===== src/rtl/uart_bridge_pkg.sv =====
// Shared constants and helpers for the UART <-> datapath FIFO bridge.
package uart_bridge_pkg;

    localparam int unsigned UART_BYTE_W   = 8;
    localparam int unsigned DEFAULT_DEPTH = 8;

    // Width of an occupancy counter that must represent 0..depth inclusive.
    function automatic int unsigned clog2p1(input int unsigned depth);
        return $clog2(depth) + 1;
    endfunction

endpackage


===== src/rtl/uart_fifo_bridge_sync_fifo.sv =====
// Register-based first-word-fall-through FIFO with occupancy count and a
// sticky overflow flag. Push/pop arrive already qualified by the parent;
// drop marks a rejected write so the flag can be set here.
module sync_fifo
    import uart_bridge_pkg::*;
#(
    parameter int unsigned DEPTH = DEFAULT_DEPTH,
    parameter int unsigned WIDTH = UART_BYTE_W
) (
    input  logic                        CLK,
    input  logic                        reset_n,
    input  logic                        flush,
    input  logic                        push,
    input  logic                        pop,
    input  logic                        drop,
    input  logic [WIDTH-1:0]            din,
    output logic [WIDTH-1:0]            dout,
    output logic                        empty,
    output logic                        full,
    output logic [clog2p1(DEPTH)-1:0]   count,
    output logic                        overflow
);

    localparam int unsigned PW = $clog2(DEPTH);
    localparam int unsigned CW = clog2p1(DEPTH);

    logic [WIDTH-1:0] mem [DEPTH];
    logic [PW-1:0]    rd_ptr;
    logic [PW-1:0]    wr_ptr;
    logic [CW-1:0]    count_q;

    assign empty    = (count_q == '0);
    assign full     = (count_q == CW'(DEPTH));
    assign count    = count_q;
    // Head is shown only while occupied so an empty FIFO presents zero.
    assign dout     = empty ? '0 : mem[rd_ptr];

    // Storage write; contents need no reset because the pointers gate visibility.
    always_ff @(posedge CLK) begin
        if (push && !flush) begin
            mem[wr_ptr] <= din;
        end
    end

    // Pointer, occupancy and sticky flag update; flush overrides any traffic.
    always_ff @(posedge CLK or negedge reset_n) begin
        if (!reset_n) begin
            rd_ptr   <= '0;
            wr_ptr   <= '0;
            count_q  <= '0;
            overflow <= 1'b0;
        end else if (flush) begin
            rd_ptr   <= '0;
            wr_ptr   <= '0;
            count_q  <= '0;
            overflow <= 1'b0;
        end else begin
            if (push) begin
                wr_ptr <= wr_ptr + PW'(1);
            end
            if (pop) begin
                rd_ptr <= rd_ptr + PW'(1);
            end
            if (push && !pop) begin
                count_q <= count_q + CW'(1);
            end else if (pop && !push) begin
                count_q <= count_q - CW'(1);
            end
            if (drop) begin
                overflow <= 1'b1;
            end
        end
    end

endmodule


===== src/rtl/uart_fifo_bridge.sv =====
// Bridge between the byte-serial UART and the datapath's MMIO strobes:
// an RX FIFO (UART -> datapath) and a TX FIFO (datapath -> UART).
module uart_fifo_bridge
    import uart_bridge_pkg::*;
#(
    parameter int unsigned DEPTH = DEFAULT_DEPTH,
    parameter int unsigned WIDTH = UART_BYTE_W
) (
    input  logic                        CLK,
    input  logic                        reset_n,
    input  logic                        flush,
    input  logic [WIDTH-1:0]            rx_data,
    input  logic                        rx_valid,
    output logic [WIDTH-1:0]            tx_data,
    output logic                        tx_valid,
    input  logic                        tx_ready,
    output logic [WIDTH-1:0]            DataOut,
    output logic                        DataOutValid,
    input  logic                        DataOutReady,
    input  logic [WIDTH-1:0]            DataIn,
    input  logic                        DataInValid,
    output logic                        DataInReady,
    output logic [clog2p1(DEPTH)-1:0]   rx_count,
    output logic [clog2p1(DEPTH)-1:0]   tx_count,
    output logic                        rx_overflow,
    output logic                        tx_overflow
);

    logic rx_empty, rx_full, rx_push, rx_pop, rx_drop;
    logic tx_empty, tx_full, tx_push, tx_pop, tx_drop;

    // A write into a full FIFO is still accepted when the head leaves in the
    // same cycle; otherwise it is dropped and flagged.
    assign rx_pop  = DataOutReady && !rx_empty;
    assign rx_push = rx_valid && (!rx_full || rx_pop);
    assign rx_drop = rx_valid && rx_full && !rx_pop;

    assign tx_pop  = tx_ready && !tx_empty;
    assign tx_push = DataInValid && (!tx_full || tx_pop);
    assign tx_drop = DataInValid && tx_full && !tx_pop;

    // Status depends only on registered occupancy.
    assign DataOutValid = !rx_empty;
    assign tx_valid     = !tx_empty;
    assign DataInReady  = !tx_full;

    sync_fifo #(
        .DEPTH (DEPTH),
        .WIDTH (WIDTH)
    ) u_rx_fifo (
        .CLK      (CLK),
        .reset_n  (reset_n),
        .flush    (flush),
        .push     (rx_push),
        .pop      (rx_pop),
        .drop     (rx_drop),
        .din      (rx_data),
        .dout     (DataOut),
        .empty    (rx_empty),
        .full     (rx_full),
        .count    (rx_count),
        .overflow (rx_overflow)
    );

    sync_fifo #(
        .DEPTH (DEPTH),
        .WIDTH (WIDTH)
    ) u_tx_fifo (
        .CLK      (CLK),
        .reset_n  (reset_n),
        .flush    (flush),
        .push     (tx_push),
        .pop      (tx_pop),
        .drop     (tx_drop),
        .din      (DataIn),
        .dout     (tx_data),
        .empty    (tx_empty),
        .full     (tx_full),
        .count    (tx_count),
        .overflow (tx_overflow)
    );

endmodule


===== config.mk =====
export PLATFORM = sky130hd
export DESIGN_NAME = uart_fifo_bridge
export DESIGN_NICKNAME = d
export VERILOG_FILES = /design/src/rtl/uart_bridge_pkg.sv /design/src/rtl/uart_fifo_bridge_sync_fifo.sv /design/src/rtl/uart_fifo_bridge.sv
export SDC_FILE = /design/constraint.sdc
export NUM_CORES = 1
export LEC_CHECK = 0
export CAP_MARGIN = 20
export CELL_PAD_IN_SITES_DETAIL_PLACEMENT = 1
export CELL_PAD_IN_SITES_GLOBAL_PLACEMENT = 1
export CORE_MARGIN = 8
export CORE_UTILIZATION = 53
export CTS_CLUSTER_SIZE = 14
export DETAILED_ROUTE_END_ITERATION = 8
export PLACE_DENSITY_LB_ADDON = 0.1
export SETUP_SLACK_MARGIN = 0.4
export SYNTH_ARGS = -nofsm -noshare
export SYNTH_HDL_FRONTEND = slang
export SYNTH_SLANG_ARGS = --single-unit

===== constraint.sdc =====
create_clock -name CLK -period 4.95 [get_ports CLK]
set_input_delay 0.495 -clock CLK [delete_from_list [all_inputs] [get_ports CLK]]
set_output_delay 0.495 -clock CLK [all_outputs]
set_load 0.005 [all_outputs]

-- Word level (Yosys, flattened, before mapping)
Memory sizes are Yosys's and may differ from the RTL's.
Cells that the tools add are included.
- memories kept: 2
- word-level logic and storage cells: 79
- input port bits: 23
- memory bits (writable): 128
- bits in registers: 22
- memory list (memory ; words ; bits a word ; read ports ; clocked after Yosys merged registers in ; write ports ; line ; text):
    u_rx_fifo.mem ; 8 ; 8 ; 1 ; 0 ; 1 ; uart_fifo_bridge_sync_fifo.sv:27 ; logic [WIDTH-1:0] mem [DEPTH];
    u_tx_fifo.mem ; 8 ; 8 ; 1 ; 0 ; 1 ; uart_fifo_bridge_sync_fifo.sv:27 ;
- add/sub/neg operators: 8
- equality and inequality tests: 2
- mux-type cells: 24
- reduce and logical (&&, ||, !) cells: 35
- operators by type and width (cell ; count):
    $mux 3 ; 8
    $mux 4 ; 6
    $mux 8 ; 2
    $logic_and 1x1->1 ; 14
    $add 3x1->3 const B ; 4
    $reduce_bool 2->1 ; 6
    $logic_not 1->1 ; 9
    $add 4x1->4 const B ; 2
    $eq 4x4->1 const B ; 2
    $logic_not 4->1 ; 2
    $mux 1 ; 8
    $sub 4x1->4 const B ; 2
    $reduce_bool 3->1 ; 2
    $logic_or 1x1->1 ; 2

-- Longest topological paths before layout
Gate-level depths: netlist of run 1.
- depth in word-level cells: 10
- gate-level depth with buffers: 10

-- Cells and area by module
A second synthesis of run 1 with hierarchy kept.
- cells, all modules: 351
- area, all modules: 6334.8 sq um
- by module, submodules not included (module ; times used ; sequential area each (sq um) ; area an instance (sq um) ; cells an instance):
    sync_fifo ; 2 ; 2197.1 ; 3130.5 ; 170
    uart_fifo_bridge ; 1 ; 0.0 ; 73.8 ; 11

-- Least setup slack after synthesis of run 1
Ideal clock, no wire load.
- kind: reg2reg
- start point: register u_rx_fifo.count_q[0] (netlist: u_rx_fifo.count[0])
- end point: register u_rx_fifo.count_q[3] (netlist: u_rx_fifo.count[3])
- data required time: 4.814 ns
- period minus slack after synthesis: 2.626 ns
- cell stages (with the launch flop): 11
- path buffers: 0
- arrival: 2.489 ns
- setup time: 0.136 ns
- setup slack: 2.324 ns
- path through: dfrtp_1 > or3_1 > nor2_4 > inv_1 > nand2_1 > nand2_1 > ha_1 > a211oi_1 > or4_1 > a31oi_1 > a21oi_1
- word-level cells in the longest chain between the ends: 8
- elaborated cells between the ends (all ways): 17
- ends and longest elaborated chain (item ; line ; text):
    start, declared ; uart_fifo_bridge_sync_fifo.sv:30 ; logic [CW-1:0] count_q;
    start signal, assigned ; uart_fifo_bridge_sync_fifo.sv:65 ; count_q <= count_q + CW'(1);
    start signal, assigned ; uart_fifo_bridge_sync_fifo.sv:67 ; count_q <= count_q - CW'(1);
    $logic_not 4->1 (*) ; uart_fifo_bridge_sync_fifo.sv:32 ; assign empty = (count_q == '0);
    $logic_not 1->1 (*) ; n/a ;
    via DataOutValid ; uart_fifo_bridge.sv:18 ; output logic DataOutValid,
    $logic_and 1x1->1 (*) ; uart_fifo_bridge.sv:34 ; assign rx_pop = DataOutReady && !rx_empty;
    $logic_or 1x1->1 ; uart_fifo_bridge.sv:35 ; assign rx_push = rx_valid && (!rx_full || rx_pop);
    $logic_and 1x1->1 ; uart_fifo_bridge.sv:35 ;
    $logic_and 1x1->1 / $logic_not 1->1 (equally long branches) ; uart_fifo_bridge_sync_fifo.sv:64, uart_fifo_bridge_sync_fifo.sv:66 ;
    $mux 4 / $logic_and 1x1->1 (equally long branches) ; uart_fifo_bridge_sync_fifo.sv:64, uart_fifo_bridge_sync_fifo.sv:66 ;
    $mux 4 / $reduce_bool 3->1 (equally long branches) ; n/a ;
The timed path passes the listed nets; every way through them passes the cells marked *. The select of a mux whose other input is x is not followed.
A chain may end at the register's enable or synchronous reset.

-- Final worst setup path of run 1
- start point: register u_tx_fifo.rd_ptr[0]
- end point: output tx_data[2]
- word-level cells in the longest chain between the ends: 2
- ends and longest elaborated chain (item ; line ; text):
    start, declared ; uart_fifo_bridge_sync_fifo.sv:28 ; logic [PW-1:0] rd_ptr;
    start signal, assigned ; uart_fifo_bridge_sync_fifo.sv:62 ; rd_ptr <= rd_ptr + PW'(1);
    $mem_v2 8x8 ; n/a ;
    $mux 8 ; uart_fifo_bridge_sync_fifo.sv:36 ; assign dout = empty ? '0 : mem[rd_ptr];
    end, declared ; uart_fifo_bridge.sv:14 ; output logic [WIDTH-1:0] tx_data,
No other way between the ends.

==> results of run 1 <==
==> layer usage <==
metal / vias up / part of all wire, %
li1: 1588 / -
met2: 70 / 54
met1: 1774 / 40
met4: 0 / 0.97
met3: 10 / 4.3
met5: - / 0
==> sequential cells by signal, summed over array words and instances, names as in the netlist <==
signal,flops
u_rx_fifo.count,4
u_tx_fifo.overflow,1
u_tx_fifo.wr_ptr,3
u_tx_fifo.count,4
u_tx_fifo.mem,64
u_rx_fifo.rd_ptr,3
u_rx_fifo.mem,64
u_rx_fifo.wr_ptr,3
u_tx_fifo.rd_ptr,3
u_rx_fifo.overflow,1
==> cell families (layout without fill, tap and decap cells) <==
family,count (synthesis),count (layout),share of synthesized area (%)
flops,150,150,69.16
simple gates,88,88,6.558
mux,52,52,14.51
buf+inv,32,110,2.146
compound gates,31,31,3.623
xor+xnor,13,13,1.792
fa+ha+maj,10,10,2.206
==> worst paths after layout <==
kind                                       to  slack, ns  cells past startpoint
min reg2reg                u_tx_fifo.overflow       0.53                      2
max                                tx_data[2]       1.62                      5
min                        u_tx_fifo.count[2]       0.34                      1
max in group asynchronous  u_rx_fifo.overflow       4.20                      2
max reg2reg                u_rx_fifo.count[3]       1.97                     10
min in group CLK           u_tx_fifo.overflow       0.53                      2
==> per-stage QoR <==
step | hold WS, ns | instances | instance area [µm²] | total power [mW] | utilization, %
6_report | 0.3421 | 601 | 7650 | 3.775 | 64.49
5_1_grt | 0.3398 | 601 | 7650 | 3.978 | 64.49
4_1_cts | 0.5329 | 599 | 7595 | 3.812 | 64.03
3_5_place_dp | 0.5151 | 567 | 7054 | 2.623 | 59.47
3_3_place_gp | 0.5008 | 567 | 7054 | 2.587 | 59.47
2_1_floorplan | 0.1994 | 376 | 6354 | 2.188 | -
==> layout make-up <==
type	instances	share of cell area, %
timing repair buffer	66	8.669
multi-input combinational	194	23.83
clock inverter	15	1.505
inverter	12	0.5888
sequential	150	57.44
tap	147	2.404
clock buffer	17	5.561
==> worst reg2reg max path: stages, from the launching register on <==
cell and delay [ns]:
sky130_fd_sc_hd__dfrtp_1 0.46, sky130_fd_sc_hd__or3_1 0.48, sky130_fd_sc_hd__nor2_4 0.26, sky130_fd_sc_hd__inv_1 0.14, sky130_fd_sc_hd__nand2_1 0.16, sky130_fd_sc_hd__nand2_1 0.12, sky130_fd_sc_hd__ha_1 0.33, sky130_fd_sc_hd__a211oi_1 0.11
sky130_fd_sc_hd__or4_1 0.52, sky130_fd_sc_hd__a31oi_1 0.19, sky130_fd_sc_hd__a21oi_1 0.08
==> where the power goes <==
part	internal (mW)	leakage [nW]	switching, mW	total [mW]
combinational	0.590	0.887	0.435	1.03
sequential	1.44	1.45	0.141	1.58
clock	0.681	0.259	0.490	1.17
total	2.71	2.60	1.07	3.78
==> layout by cell type (no fill, tap or decap), types with 3 or more instances in the layout <==
| cell type | n |
|---|---|
| sky130_fd_sc_hd__o21ai_0 | 4 |
| sky130_fd_sc_hd__mux4_2 | 32 |
| sky130_fd_sc_hd__ha_1 | 8 |
| sky130_fd_sc_hd__buf_4 | 13 |
| sky130_fd_sc_hd__a211oi_1 | 3 |
| sky130_fd_sc_hd__nor4_1 | 5 |
| sky130_fd_sc_hd__clkinvlp_4 | 4 |
| sky130_fd_sc_hd__clkdlybuf4s50_1 | 51 |
| sky130_fd_sc_hd__nor2_1 | 42 |
| sky130_fd_sc_hd__nand3_1 | 5 |
| sky130_fd_sc_hd__edfxtp_1 | 128 |
| sky130_fd_sc_hd__clkinv_2 | 6 |
| sky130_fd_sc_hd__xnor2_1 | 7 |
| sky130_fd_sc_hd__inv_1 | 11 |
| sky130_fd_sc_hd__nand2b_1 | 3 |
| sky130_fd_sc_hd__clkbuf_16 | 17 |
| sky130_fd_sc_hd__or3_1 | 3 |
| sky130_fd_sc_hd__o211ai_1 | 3 |
| sky130_fd_sc_hd__nand3b_1 | 3 |
| sky130_fd_sc_hd__a31oi_1 | 3 |
| sky130_fd_sc_hd__nor3_1 | 10 |
| sky130_fd_sc_hd__a21oi_1 | 7 |
| sky130_fd_sc_hd__dfrtp_1 | 22 |
| sky130_fd_sc_hd__xor2_1 | 6 |
| sky130_fd_sc_hd__nand2_1 | 12 |
| sky130_fd_sc_hd__mux2i_1 | 19 |
==> impl_results.html, run 1 <==
<table>
<tr><th>Metric</th><th>Value</th></tr>
<tr><th colspan="2">Outcome</th></tr>
<tr><td>Status</td><td>finished clean</td></tr>
<tr><th colspan="2">Setup path</th></tr>
<tr><td>Worst flop-to-flop path startpoint</td><td>u_rx_fifo.count[0]</td></tr>
<tr><td>Arrival time worst endpoint</td><td>2.84 ns</td></tr>
<tr><td>CP max stage delay</td><td>0.94 ns</td></tr>
<tr><td>Cell at the slowest stage of the critical path</td><td>sky130_fd_sc_hd__dfrtp_1</td></tr>
<tr><td>Worst Path Max Fanout</td><td>16</td></tr>
<tr><td>Critical Path Sink Type</td><td>output pin</td></tr>
<tr><td>Top delay family on crit path</td><td>flip-flops</td></tr>
<tr><td>Setup crit start</td><td>u_tx_fifo.rd_ptr[0]</td></tr>
<tr><td>Type of origin of the critical path</td><td>register</td></tr>
<tr><td>Worst path bufs/invs</td><td>2</td></tr>
<tr><td>CP Cell Sequence</td><td>buf_4 &gt; mux4_2 &gt; mux2i_1 &gt; nor2_1 &gt; clkdlybuf4s50_1</td></tr>
<tr><td>Setup Crit Path Kind</td><td>reg2out</td></tr>
<tr><td>Required time worst endpoint</td><td>4.45 ns</td></tr>
<tr><th colspan="2">Synthesis</th></tr>
<tr><td>Total standard cell area after synthesis</td><td>0.006354 mm²</td></tr>
<tr><td>Share of the yosys chip area belonging to registers</td><td>69.16%</td></tr>
<tr><td>Number of synthesis warnings</td><td>0</td></tr>
<tr><td>Cell with the most instances after synthesis</td><td>sky130_fd_sc_hd__edfxtp_1</td></tr>
<tr><td>Post-synthesis register bit count</td><td>150</td></tr>
<tr><td>Primary flip-flop cell chosen by synthesis mapping</td><td>sky130_fd_sc_hd__edfxtp_1</td></tr>
<tr><td>Cell count after synthesis</td><td>376</td></tr>
<tr><td>Area fraction of the dominant cell type after synthesis</td><td>60.50%</td></tr>
<tr><td>Mean post-synth cell area</td><td>16.90 µm²</td></tr>
<tr><td>Number of synthesized flops with an enable pin</td><td>128</td></tr>
<tr><td>Ranking of synthesized cells by area</td><td>sky130_fd_sc_hd__edfxtp_1 (60%), sky130_fd_sc_hd__mux4_2 (11%), sky130_fd_sc_hd__dfrtp_1 (8.7%)</td></tr>
<tr><td>Commonest cells in the netlist</td><td>sky130_fd_sc_hd__edfxtp_1 (128), sky130_fd_sc_hd__nor2_1 (42), sky130_fd_sc_hd__mux4_2 (32), sky130_fd_sc_hd__dfrtp_1 (22), sky130_fd_sc_hd__mux2i_1 (19)</td></tr>
<tr><td>Synth Net Count</td><td>409</td></tr>
<tr><td>FFs w/ async S/R, synth</td><td>14.67%</td></tr>
<tr><td>Post-synthesis cell type count</td><td>39</td></tr>
<tr><td>Library cell with the largest summed area after synthesis</td><td>sky130_fd_sc_hd__edfxtp_1</td></tr>
<tr><th colspan="2">Job</th></tr>
<tr><td>Number of max-cap violations</td><td>0</td></tr>
<tr><th colspan="2">Floorplanning</th></tr>
<tr><td>Starting utilization of the core area</td><td>53.57%</td></tr>
<tr><td>DIE HEIGHT</td><td>125.5 µm</td></tr>
<tr><td>Die width</td><td>125.5 µm</td></tr>
<tr><td>Full die area</td><td>0.01575 mm²</td></tr>
<tr><td>Area inside the core boundary</td><td>0.01186 mm²</td></tr>
<tr><td>Number of top-level design ports</td><td>52</td></tr>
<tr><td># rows</td><td>40</td></tr>
<tr><th colspan="2">Drt</th></tr>
<tr><td>Vias per std cell</td><td>5.727</td></tr>
<tr><td>Number of design-rule violations left by the first detailed-router iteration</td><td>188</td></tr>
<tr><td>Per-cell routed wire length</td><td>22.44 µm</td></tr>
<tr><td>Antenna viol nets, final</td><td>0</td></tr>
<tr><td>Via count</td><td>3442</td></tr>
<tr><td>Final WL</td><td>13.49 mm</td></tr>
<tr><td>Drt pass-1 iters</td><td>4</td></tr>
<tr><td>Number of design rule violations left after detail routing</td><td>0</td></tr>
<tr><th colspan="2">STA</th></tr>
<tr><td>Final critical-path required period</td><td>3.332 ns</td></tr>
<tr><td>FMAX</td><td>0.3001 GHz</td></tr>
<tr><td>Unrepaired setup endpoints after global routing</td><td>no</td></tr>
<tr><td>Setup ws final</td><td>1.618 ns</td></tr>
<tr><td>Setup violation total in the final timing report</td><td>0</td></tr>
<tr><td>Setup_tns</td><td>0 ns</td></tr>
<tr><td>Fin. max-slew vios</td><td>0</td></tr>
<tr><td>Least-Margin Pin Slew</td><td>0.9113 ns</td></tr>
<tr><td>Clock skew</td><td>0.007854 ns</td></tr>
<tr><td>Final worst path period share</td><td>67.32%</td></tr>
<tr><td>Max-Slew Margin vs Limit</td><td>38.69%</td></tr>
<tr><td>Hold Vio Cnt, Final</td><td>0</td></tr>
<tr><th colspan="2">Pwr</th></tr>
<tr><td>Power density over the cells</td><td>493.5 mW/mm²</td></tr>
<tr><td>Static power due to leakage</td><td>2.598 nW</td></tr>
<tr><td>IR drop worst, VDD</td><td>0.0003448 V</td></tr>
<tr><th colspan="2">Clocking</th></tr>
<tr><td>CTS clk-pin slew, worst paths</td><td>0.06 ns</td></tr>
<tr><td>H-tree lvl count</td><td>4</td></tr>
<tr><td>Setup Fix Bufs, Post-CTS</td><td>0</td></tr>
<tr><td>Clk sinks</td><td>150</td></tr>
<tr><td>Worst-case clock buffer depth</td><td>2</td></tr>
<tr><td>Post-cts hold buffer count</td><td>0</td></tr>
<tr><td>Root buffer selected by CTS</td><td>sky130_fd_sc_hd__clkbuf_16</td></tr>
<tr><td>PostCTS Resize Cnt</td><td>0</td></tr>
<tr><td>Clock latency reported for the late side of the worst-skew pair</td><td>0.42 ns</td></tr>
<tr><td>TritonCTS clock tree</td><td>done</td></tr>
<tr><td>Number of CTS-inserted buffers</td><td>17</td></tr>
<tr><th colspan="2">Final layout</th></tr>
<tr><td>Ant diodes</td><td>0</td></tr>
<tr><td>Layout Nets</td><td>474</td></tr>
<tr><td>Synthesis-to-layout area growth</td><td>20.40%</td></tr>
<tr><td>Area occupied by multi-input gates</td><td>0.001823 mm²</td></tr>
<tr><td>Filler instances</td><td>1055</td></tr>
<tr><td>Ratio of cells with drive above 1 in the final layout</td><td>18.94%</td></tr>
<tr><td>Reg area</td><td>0.004394 mm²</td></tr>
<tr><th colspan="2">GRT</th></tr>
<tr><td>Wire length of the first global-routing pass</td><td>21.81 mm</td></tr>
<tr><td>Congestion Overflow GR</td><td>0</td></tr>
<tr><td>Met1 Resource Use GR</td><td>20.83%</td></tr>
<tr><td>Global routing met3 resource utilization</td><td>5.057%</td></tr>
<tr><td>Via count of the first global-routing pass</td><td>3864</td></tr>
<tr><td>Total track usage</td><td>18.49%</td></tr>
<tr><td>Initial antenna violation count</td><td>0</td></tr>
<tr><td>Layer carrying the most global-route usage</td><td>met2</td></tr>
<tr><td>Maximum number of pins on one net before global-route repair</td><td>31</td></tr>
<tr><td>Met2 Usage GRT</td><td>32.64%</td></tr>
<tr><th colspan="2">Placed design</th></tr>
<tr><td>Final weighted congestion in routability-driven placement</td><td>0.7785</td></tr>
<tr><td>Detailed placement HPWL</td><td>8.789 mm</td></tr>
<tr><td>Setup slack at placement</td><td>1.605 ns</td></tr>
<tr><td># port buffers</td><td>51</td></tr>
<tr><th colspan="2">Hold path</th></tr>
<tr><td>Type of the tightest min-delay check</td><td>in2async</td></tr>
</table>
Note: power is estimated with default switching activity, not from simulation.
==> run 2: changes to the inputs <==
Settings changed: CORE_UTILIZATION 53 to 49.
Clock period 4.95 ns to 3.3 ns, I/O delays scaled along.
==> run 2 against run 1 <==
Worst hold slack got worse by 0.16 ns. Via count rose by 3.3%. Setup slack got worse by 1.1 ns. First-iteration DRC count rose by 82%. Final cell count rose by 6.7%. Clock power rose by 54%. Sequential power rose by 46%. Design area rose by 1.9%.
==> impl_results.html, run 2 (synthesis results as in run 1) <==
<table>
<tr><th>Metric</th><th>Value</th></tr>
<tr><th colspan="2">STA</th></tr>
<tr><td>Unrepaired setup endpoints after global routing</td><td>no</td></tr>
<tr><td>Hold Vio Cnt, Final</td><td>0 (unchanged)</td></tr>
<tr><td>Setup_tns</td><td>0 ns (unchanged)</td></tr>
<tr><td>Final critical-path required period</td><td>2.740 ns</td></tr>
<tr><td>Setup violation total in the final timing report</td><td>0 (unchanged)</td></tr>
<tr><td>Fin. max-slew vios</td><td>0 (unchanged)</td></tr>
<tr><td>Final worst path period share</td><td>83.04%</td></tr>
<tr><td>Worst slack on hold paths</td><td>0.1818 ns (-0.1602 ns)</td></tr>
<tr><td>Max-Slew Margin vs Limit</td><td>48.22% (+9.5 points)</td></tr>
<tr><td>Least-Margin Pin Slew</td><td>0.7768 ns (-0.1345 ns)</td></tr>
<tr><td>Clock skew</td><td>0.01155 ns (+0.003699 ns)</td></tr>
<tr><td>FMAX</td><td>0.3649 GHz</td></tr>
<tr><td>Setup ws final</td><td>0.5598 ns (-1.058 ns)</td></tr>
<tr><th colspan="2">Hold path</th></tr>
<tr><td>Type of the tightest min-delay check</td><td>in2async</td></tr>
<tr><th colspan="2">Setup path</th></tr>
<tr><td>Most frequent CP cell</td><td>sky130_fd_sc_hd__nand2_1</td></tr>
<tr><td>CP max stage delay</td><td>0.52 ns (-0.42 ns)</td></tr>
<tr><td>Type of origin of the critical path</td><td>register</td></tr>
<tr><td>Setup crit start</td><td>u_rx_fifo.count[0]</td></tr>
<tr><td>Reg-to-Reg End</td><td>u_rx_fifo.count[3]</td></tr>
<tr><td>Worst flop-to-flop path startpoint</td><td>u_rx_fifo.count[0]</td></tr>
<tr><td>Critical Path Sink Type</td><td>register</td></tr>
<tr><td>CP Cell Sequence</td><td>or3_4 &gt; nor2_4 &gt; inv_1 &gt; nand2_1 &gt; nand2_1 &gt; ha_1 &gt; a211oi_2 &gt; or4_1 &gt; a31oi_1 &gt; a21oi_1</td></tr>
<tr><td>Worst Reg2Reg Path Length in Cells</td><td>10 (unchanged)</td></tr>
<tr><td>Levels on crit path</td><td>10 (+5)</td></tr>
<tr><td>Cell at the slowest stage of the critical path</td><td>sky130_fd_sc_hd__or4_1</td></tr>
<tr><td>Reg2Reg Setup Slack</td><td>0.56 ns (-1.41 ns)</td></tr>
<tr><td>Top delay family on crit path</td><td>simple AND/OR/NAND/NOR gates</td></tr>
<tr><td>Arrival time worst endpoint</td><td>3.03 ns (+0.19 ns)</td></tr>
<tr><td>Setup Crit Path Kind</td><td>reg2reg</td></tr>
<tr><td>Required time worst endpoint</td><td>3.59 ns (-0.86 ns)</td></tr>
<tr><td>Crit path to</td><td>u_rx_fifo.count[3]</td></tr>
<tr><td>Worst Path Max Fanout</td><td>7 (-9)</td></tr>
<tr><td>Worst path bufs/invs</td><td>1 (-1)</td></tr>
<tr><th colspan="2">Pwr</th></tr>
<tr><td>Power density over the cells</td><td>739.0 mW/mm² (+50%)</td></tr>
<tr><td>Static power due to leakage</td><td>2.671 nW (+2.8%)</td></tr>
<tr><td>Power Total</td><td>5.762 mW (+53%)</td></tr>
<tr><td>IR drop worst, VDD</td><td>0.0004140 V (+20%)</td></tr>
<tr><th colspan="2">Clocking</th></tr>
<tr><td>Worst-case clock buffer depth</td><td>2 (unchanged)</td></tr>
<tr><td>CTS clk-pin slew, worst paths</td><td>0.06 ns (about the same)</td></tr>
<tr><td>Post-cts hold buffer count</td><td>0 (unchanged)</td></tr>
<tr><td>Number of CTS-inserted buffers</td><td>17 (unchanged)</td></tr>
<tr><td>TritonCTS clock tree</td><td>done</td></tr>
<tr><td>Clock latency reported for the late side of the worst-skew pair</td><td>0.43 ns (about the same)</td></tr>
<tr><td>Root buffer selected by CTS</td><td>sky130_fd_sc_hd__clkbuf_16</td></tr>
<tr><td>H-tree lvl count</td><td>4 (unchanged)</td></tr>
<tr><td>Clk sinks</td><td>150 (unchanged)</td></tr>
<tr><th colspan="2">Floorplanning</th></tr>
<tr><td>Die width</td><td>129.9 µm (+3.5%)</td></tr>
<tr><td>Full die area</td><td>0.01687 mm² (+7.1%)</td></tr>
<tr><td>Number of top-level design ports</td><td>52 (unchanged)</td></tr>
<tr><td>Starting utilization of the core area</td><td>50.35% (-3.2 points)</td></tr>
<tr><td>DIE HEIGHT</td><td>129.9 µm (+3.5%)</td></tr>
<tr><td># rows</td><td>41 (+2.5%)</td></tr>
<tr><td>Area inside the core boundary</td><td>0.01262 mm² (+6.4%)</td></tr>
<tr><th colspan="2">Final layout</th></tr>
<tr><td>Most common library cell in the layout ignoring fill and taps</td><td>sky130_fd_sc_hd__edfxtp_1</td></tr>
<tr><td>Ratio of cells with drive above 1 in the final layout</td><td>21.54% (+2.6 points)</td></tr>
<tr><td>Ant diodes</td><td>0 (unchanged)</td></tr>
<tr><td>Filler-free cell count of the finished design</td><td>641 (+6.7%)</td></tr>
<tr><td>Layout Nets</td><td>489 (+3.2%)</td></tr>
<tr><td>Most frequent cells in the layout</td><td>sky130_fd_sc_hd__edfxtp_1 (128), sky130_fd_sc_hd__clkdlybuf4s50_1 (51), sky130_fd_sc_hd__nor2_1 (42)</td></tr>
<tr><td>Largest registers in the final layout</td><td>u_rx_fifo.mem x64, u_tx_fifo.mem x64</td></tr>
<tr><td>Util after Layout</td><td>61.79% (-2.7 points)</td></tr>
<tr><td>Synthesis-to-layout area growth</td><td>22.73%</td></tr>
<tr><td>Post-route cell area</td><td>0.007797 mm² (+1.9%)</td></tr>
<tr><th colspan="2">Placed design</th></tr>
<tr><td>Total cell area at the placement stage</td><td>0.007198 mm² (+2.0%)</td></tr>
<tr><td>Detailed placement HPWL</td><td>9.059 mm (+3.1%)</td></tr>
<tr><td># port buffers</td><td>51 (unchanged)</td></tr>
<tr><td>Final weighted congestion in routability-driven placement</td><td>0.7487 (-3.8%)</td></tr>
<tr><td>Placed instance count</td><td>607 (+7.1%)</td></tr>
<tr><td>Setup slack at placement</td><td>0.3350 ns (-1.270 ns)</td></tr>
<tr><th colspan="2">GRT</th></tr>
<tr><td>Congestion Overflow GR</td><td>0 (unchanged)</td></tr>
<tr><td>Wire length of the first global-routing pass</td><td>22.22 mm (+1.9%)</td></tr>
<tr><td>Initial antenna violation count</td><td>0 (unchanged)</td></tr>
<tr><td>Maximum number of pins on one net before global-route repair</td><td>23 (-26%)</td></tr>
<tr><td>Via count of the first global-routing pass</td><td>3857 (-0.18%)</td></tr>
<tr><td>Total track usage</td><td>18.03% (-0.46 points)</td></tr>
<tr><th colspan="2">Drt</th></tr>
<tr><td>Number of design rule violations left after detail routing</td><td>0 (unchanged)</td></tr>
<tr><td>Number of design-rule violations left by the first detailed-router iteration</td><td>342 (+82%)</td></tr>
<tr><td>Antenna viol nets, final</td><td>0 (unchanged)</td></tr>
<tr><td>Vias per std cell</td><td>5.546 (-3.2%)</td></tr>
<tr><td>Per-cell routed wire length</td><td>21.71 µm (-3.3%)</td></tr>
<tr><td>Drt pass-1 iters</td><td>4 (unchanged)</td></tr>
<tr><td>Final WL</td><td>13.92 mm (+3.2%)</td></tr>
<tr><td>Via count</td><td>3555 (+3.3%)</td></tr>
<tr><th colspan="2">Job</th></tr>
<tr><td>Number of max-cap violations</td><td>0 (unchanged)</td></tr>
<tr><th colspan="2">Outcome</th></tr>
<tr><td>Status</td><td>finished clean</td></tr>
</table>
-- run 2: cell type report --
type,instances,area [µm²]
clock buffers,18,429.2
well taps,172,215.2
inverters,12,45.04
flip-flops and latches,150,4394
repair buffers,81,755.7
multi-input cells,194,1833
clock inverters,14,125.1
fillers,1142,4822
-- run 2: worst register-to-register path, delay by kind of cell, from the launching register on --
kind	cells	cell delay, ns
compound gates	3	0.37
fa+ha+maj	1	0.33
buf+inv	1	0.09
flops	1	0.46
simple gates	5	1.37
-- run 2: report_power, final --
group | internal, mW | total, mW | switching (mW)
combinational | 0.912 | 1.66 | 0.752
sequential | 2.16 | 2.30 | 0.142
clock | 1.04 | 1.80 | 0.760
total | 4.11 | 5.76 | 1.65
-- run 2: what timing repair did --
item                                    4_1_cts  5_1_grt
resized for setup                             0        2
buffers inserted                              1        0
pin swaps                                     1        0
endpoints found under the setup margin        1        1
-- run 2: routing by layer --
layer | vias to the layer above | GRT usage (%) | wire [µm]
met3 | 13 | 4.325 | 469
met2 | 56 | 30.72 | 7199
met1 | 1855 | 22.26 | 6086
met5 | - | 0 | 0
met4 | 0 | 5.943 | 159
li1 | 1631 | - | -
-- run 2: how the worst min path moves through the flow --
stage	startpoint	end	slack [ns]	cells after the start
floorplan	reset_n	u_rx_fifo.count[0]	0.03	0
global placement	u_tx_fifo.overflow	u_tx_fifo.overflow	0.50	2
detailed placement	u_tx_fifo.overflow	u_tx_fifo.overflow	0.50	2
CTS	u_tx_fifo.overflow	u_tx_fifo.overflow	0.52	2
global route	reset_n	u_tx_fifo.count[3]	0.19	1
finish	reset_n	u_tx_fifo.count[3]	0.18	1
==> run 3: changes to the inputs <==
Settings changed: CORE_UTILIZATION 49 to 45.
Clock period 3.3 ns to 2.29 ns, I/O delays scaled along.
==> run 3 against run 2 <==
The run now ends with setup timing left. Register-to-register slack got worse by 0.61 ns. Design area rose by 13%. Final cell count grew 12%. Flip-flop and latch count stayed put. Fmax up 17%. Die area grew 7.8%. Core utilization is 2.2 points higher. Largest cell class unchanged. Largest power group is now combinational cells.
==> impl_results.html, run 3 (synthesis results as in run 1) <==
<table>
<tr><th>Metric</th><th>Value</th></tr>
<tr><th colspan="2">Outcome</th></tr>
<tr><td>Status</td><td>finished, violations left</td></tr>
<tr><td>Violated checks</td><td>setup timing</td></tr>
<tr><th colspan="2">Floorplanning</th></tr>
<tr><td>Number of top-level design ports</td><td>52 (unchanged)</td></tr>
<tr><td>Die width</td><td>134.8 µm (+3.8%)</td></tr>
<tr><td>DIE HEIGHT</td><td>134.8 µm (+3.8%)</td></tr>
<tr><td># rows</td><td>43 (+4.9%)</td></tr>
<tr><td>Full die area</td><td>0.01818 mm² (+7.8%)</td></tr>
<tr><td>Area inside the core boundary</td><td>0.01383 mm² (+9.6%)</td></tr>
<tr><td>Starting utilization of the core area</td><td>45.95% (-4.4 points)</td></tr>
<tr><th colspan="2">Hold path</th></tr>
<tr><td>Type of the tightest min-delay check</td><td>in2async</td></tr>
<tr><th colspan="2">Drt</th></tr>
<tr><td>Per-cell routed wire length</td><td>22.01 µm (+1.4%)</td></tr>
<tr><td>Drt pass-1 iters</td><td>4 (unchanged)</td></tr>
<tr><td>Antenna viol nets, final</td><td>0 (unchanged)</td></tr>
<tr><td>Final WL</td><td>15.76 mm (+13%)</td></tr>
<tr><td>Number of design rule violations left after detail routing</td><td>0 (unchanged)</td></tr>
<tr><td>Via count</td><td>3833 (+7.8%)</td></tr>
<tr><td>Number of design-rule violations left by the first detailed-router iteration</td><td>163 (-52%)</td></tr>
<tr><td>Vias per std cell</td><td>5.353 (-3.5%)</td></tr>
<tr><th colspan="2">Clocking</th></tr>
<tr><td>Post-cts hold buffer count</td><td>0 (unchanged)</td></tr>
<tr><td>H-tree lvl count</td><td>4 (unchanged)</td></tr>
<tr><td>Clk sinks</td><td>150 (unchanged)</td></tr>
<tr><td>CTS clk-pin slew, worst paths</td><td>0.06 ns (about the same)</td></tr>
<tr><td>Worst-case clock buffer depth</td><td>2 (unchanged)</td></tr>
<tr><td>Clock latency reported for the late side of the worst-skew pair</td><td>0.41 ns (-0.02 ns)</td></tr>
<tr><td>TritonCTS clock tree</td><td>done</td></tr>
<tr><td>Root buffer selected by CTS</td><td>sky130_fd_sc_hd__clkbuf_16</td></tr>
<tr><td>Number of CTS-inserted buffers</td><td>17 (unchanged)</td></tr>
<tr><th colspan="2">Setup path</th></tr>
<tr><td>Worst flop-to-flop path startpoint</td><td>u_rx_fifo.count[1]</td></tr>
<tr><td>Setup Crit Path Kind</td><td>reg2reg</td></tr>
<tr><td>Type of origin of the critical path</td><td>register</td></tr>
<tr><td>Setup crit start</td><td>u_rx_fifo.count[1]</td></tr>
<tr><td>Arrival time worst endpoint</td><td>2.67 ns (-0.36 ns)</td></tr>
<tr><td>Worst Path Max Fanout</td><td>3 (-4)</td></tr>
<tr><td>Critical Path Sink Type</td><td>register</td></tr>
<tr><td>Required time worst endpoint</td><td>2.62 ns (-0.97 ns)</td></tr>
<tr><th colspan="2">Final layout</th></tr>
<tr><td>Ratio of cells with drive above 1 in the final layout</td><td>42.91% (+21 points)</td></tr>
<tr><td>Most common library cell in the layout ignoring fill and taps</td><td>sky130_fd_sc_hd__edfxtp_1</td></tr>
<tr><td>Filler-free cell count of the finished design</td><td>716 (+12%)</td></tr>
<tr><td>Util after Layout</td><td>63.96% (+2.2 points)</td></tr>
<tr><td>Synthesis-to-layout area growth</td><td>39.19%</td></tr>
<tr><td>Largest registers in the final layout</td><td>u_rx_fifo.mem x64, u_tx_fifo.mem x64</td></tr>
<tr><td>Most frequent cells in the layout</td><td>sky130_fd_sc_hd__edfxtp_1 (128), sky130_fd_sc_hd__buf_4 (53), sky130_fd_sc_hd__nor2_1 (37)</td></tr>
<tr><td>Layout Nets</td><td>556 (+14%)</td></tr>
<tr><td>Ant diodes</td><td>0 (unchanged)</td></tr>
<tr><th colspan="2">Placed design</th></tr>
<tr><td>Placed instance count</td><td>640 (+5.4%)</td></tr>
<tr><td>Detailed placement HPWL</td><td>9.391 mm (+3.7%)</td></tr>
<tr><td>Final weighted congestion in routability-driven placement</td><td>0.7938 (+6.0%)</td></tr>
<tr><td># port buffers</td><td>51 (unchanged)</td></tr>
<tr><th colspan="2">STA</th></tr>
<tr><td>Max-Slew Margin vs Limit</td><td>60.59% (+12 points)</td></tr>
<tr><td>Final critical-path required period</td><td>2.337 ns (-0.4032 ns)</td></tr>
<tr><td>FMAX</td><td>0.4279 GHz (+17%)</td></tr>
<tr><td>Fin. max-slew vios</td><td>0 (unchanged)</td></tr>
<tr><td>Least-Margin Pin Slew</td><td>0.5893 ns (-0.1875 ns)</td></tr>
<tr><td>Setup violation total in the final timing report</td><td>3 (+3)</td></tr>
<tr><td>Clock skew</td><td>0.006352 ns (-0.005201 ns)</td></tr>
<tr><td>Final worst path period share</td><td>102.1% (+19 points)</td></tr>
<tr><td>Hold Vio Cnt, Final</td><td>0 (unchanged)</td></tr>
<tr><td>Unrepaired setup endpoints after global routing</td><td>yes</td></tr>
<tr><td>Setup_tns</td><td>-0.08253 ns (-0.08253 ns)</td></tr>
<tr><td>Setup ws final</td><td>-0.04701 ns (-0.6068 ns)</td></tr>
<tr><th colspan="2">Pwr</th></tr>
<tr><td>Power Total</td><td>9.775 mW (+70%)</td></tr>
<tr><td>Power density over the cells</td><td>1105 mW/mm² (+50%)</td></tr>
<tr><td>IR drop worst, VDD</td><td>0.0007496 V (+81%)</td></tr>
<tr><td>Static power due to leakage</td><td>3.176 nW (+19%)</td></tr>
<tr><th colspan="2">GRT</th></tr>
<tr><td>Wire length of the first global-routing pass</td><td>24.62 mm (+11%)</td></tr>
<tr><td>Via count of the first global-routing pass</td><td>4299 (+11%)</td></tr>
<tr><td>Congestion Overflow GR</td><td>0 (unchanged)</td></tr>
<tr><td>Initial antenna violation count</td><td>0 (unchanged)</td></tr>
<tr><td>Maximum number of pins on one net before global-route repair</td><td>23 (unchanged)</td></tr>
<tr><td>Total track usage</td><td>18.40% (+0.37 points)</td></tr>
<tr><th colspan="2">Job</th></tr>
<tr><td>Number of max-cap violations</td><td>0 (unchanged)</td></tr>
</table>
==> run 3: cell types whose count changed in the layout (fill, tap and decap cells not counted), sizes merged, moves of 2 or more <==
cell,delta
buf,+85
clkbuf,+6
clkdlybuf4s50,-20
clkinv,-2
bufinv,+2
inv,-4
==> run 3: worst paths after layout <==
path / depth (start not counted) / slack [ns] / to
max in group asynchronous: 2 / 1.85 / u_rx_fifo.count[3]
worst min-delay path: 2 / 0.17 / u_tx_fifo.wr_ptr[2]
worst max register to register: 10 / -0.05 / u_rx_fifo.count[3]
worst max-delay path: 10 / -0.05 / u_rx_fifo.count[3]
min in group CLK: 2 / 0.51 / u_tx_fifo.overflow
worst min register to register: 2 / 0.51 / u_tx_fifo.overflow
==> run 3: timing repair <==
action | in CTS | in global routing
setup buffers | 35 | 6
pin swaps | 25 | 17
endpoints found under the setup margin | 122 | 108
gates cloned | 3 | 0
gates resized for setup | 126 | 31
==> run 3: final cells by class <==
| class | instances | area (µm²) |
|---|---|---|
| Fill cell | 1215 | 4984 |
| Sequential cell | 150 | 4400 |
| Clock buffer | 23 | 447.9 |
| Tap cell | 180 | 225.2 |
| Multi-Input combinational cell | 194 | 2146 |
| Inverter | 12 | 50.05 |
| Timing Repair Buffer | 148 | 1446 |
| Clock inverter | 9 | 127.6 |
==> run 3: through the flow <==
stage | hold slack, ns | cell area [µm²] | worst slack, ns
2_1_floorplan | -0.06659 | 6485 | -0.1855
3_3_place_gp | 0.4986 | 7584 | 0.01274
3_5_place_dp | 0.5055 | 7584 | -0.1284
4_1_cts | 0.1714 | 8661 | -0.01635
5_1_grt | 0.1858 | 8843 | -0.1486
6_report | 0.1750 | 8843 | -0.04701
==> run 3: where the power goes <==
group | leakage [nW] | internal [mW] | total (mW) | switching, mW
logic | 1.46 | 2.18 | 3.79 | 1.61
registers | 1.44 | 3.12 | 3.27 | 0.151
clock network | 0.273 | 1.71 | 2.71 | 1.00
total | 3.18 | 7.01 | 9.77 | 2.76
==> run 3: worst max-delay path, cell delays in order, from the launching register on <==
cell	delay (ns)
sky130_fd_sc_hd__dfrtp_1	0.40
sky130_fd_sc_hd__or3_4	0.39
sky130_fd_sc_hd__nor2_4	0.13
sky130_fd_sc_hd__inv_2	0.06
sky130_fd_sc_hd__nand2_4	0.07
sky130_fd_sc_hd__nand2_4	0.07
sky130_fd_sc_hd__ha_4	0.28
sky130_fd_sc_hd__a211oi_4	0.06
sky130_fd_sc_hd__or4_4	0.52
sky130_fd_sc_hd__a21o_1	0.17
sky130_fd_sc_hd__a21oi_1	0.11
==> run 3: layer usage <==
layer,share of wire [%],GRT usage (%)
met1,40,20.94
met2,56,32.82
met3,3.5,5.646
met4,0.84,4.679
met5,0,0
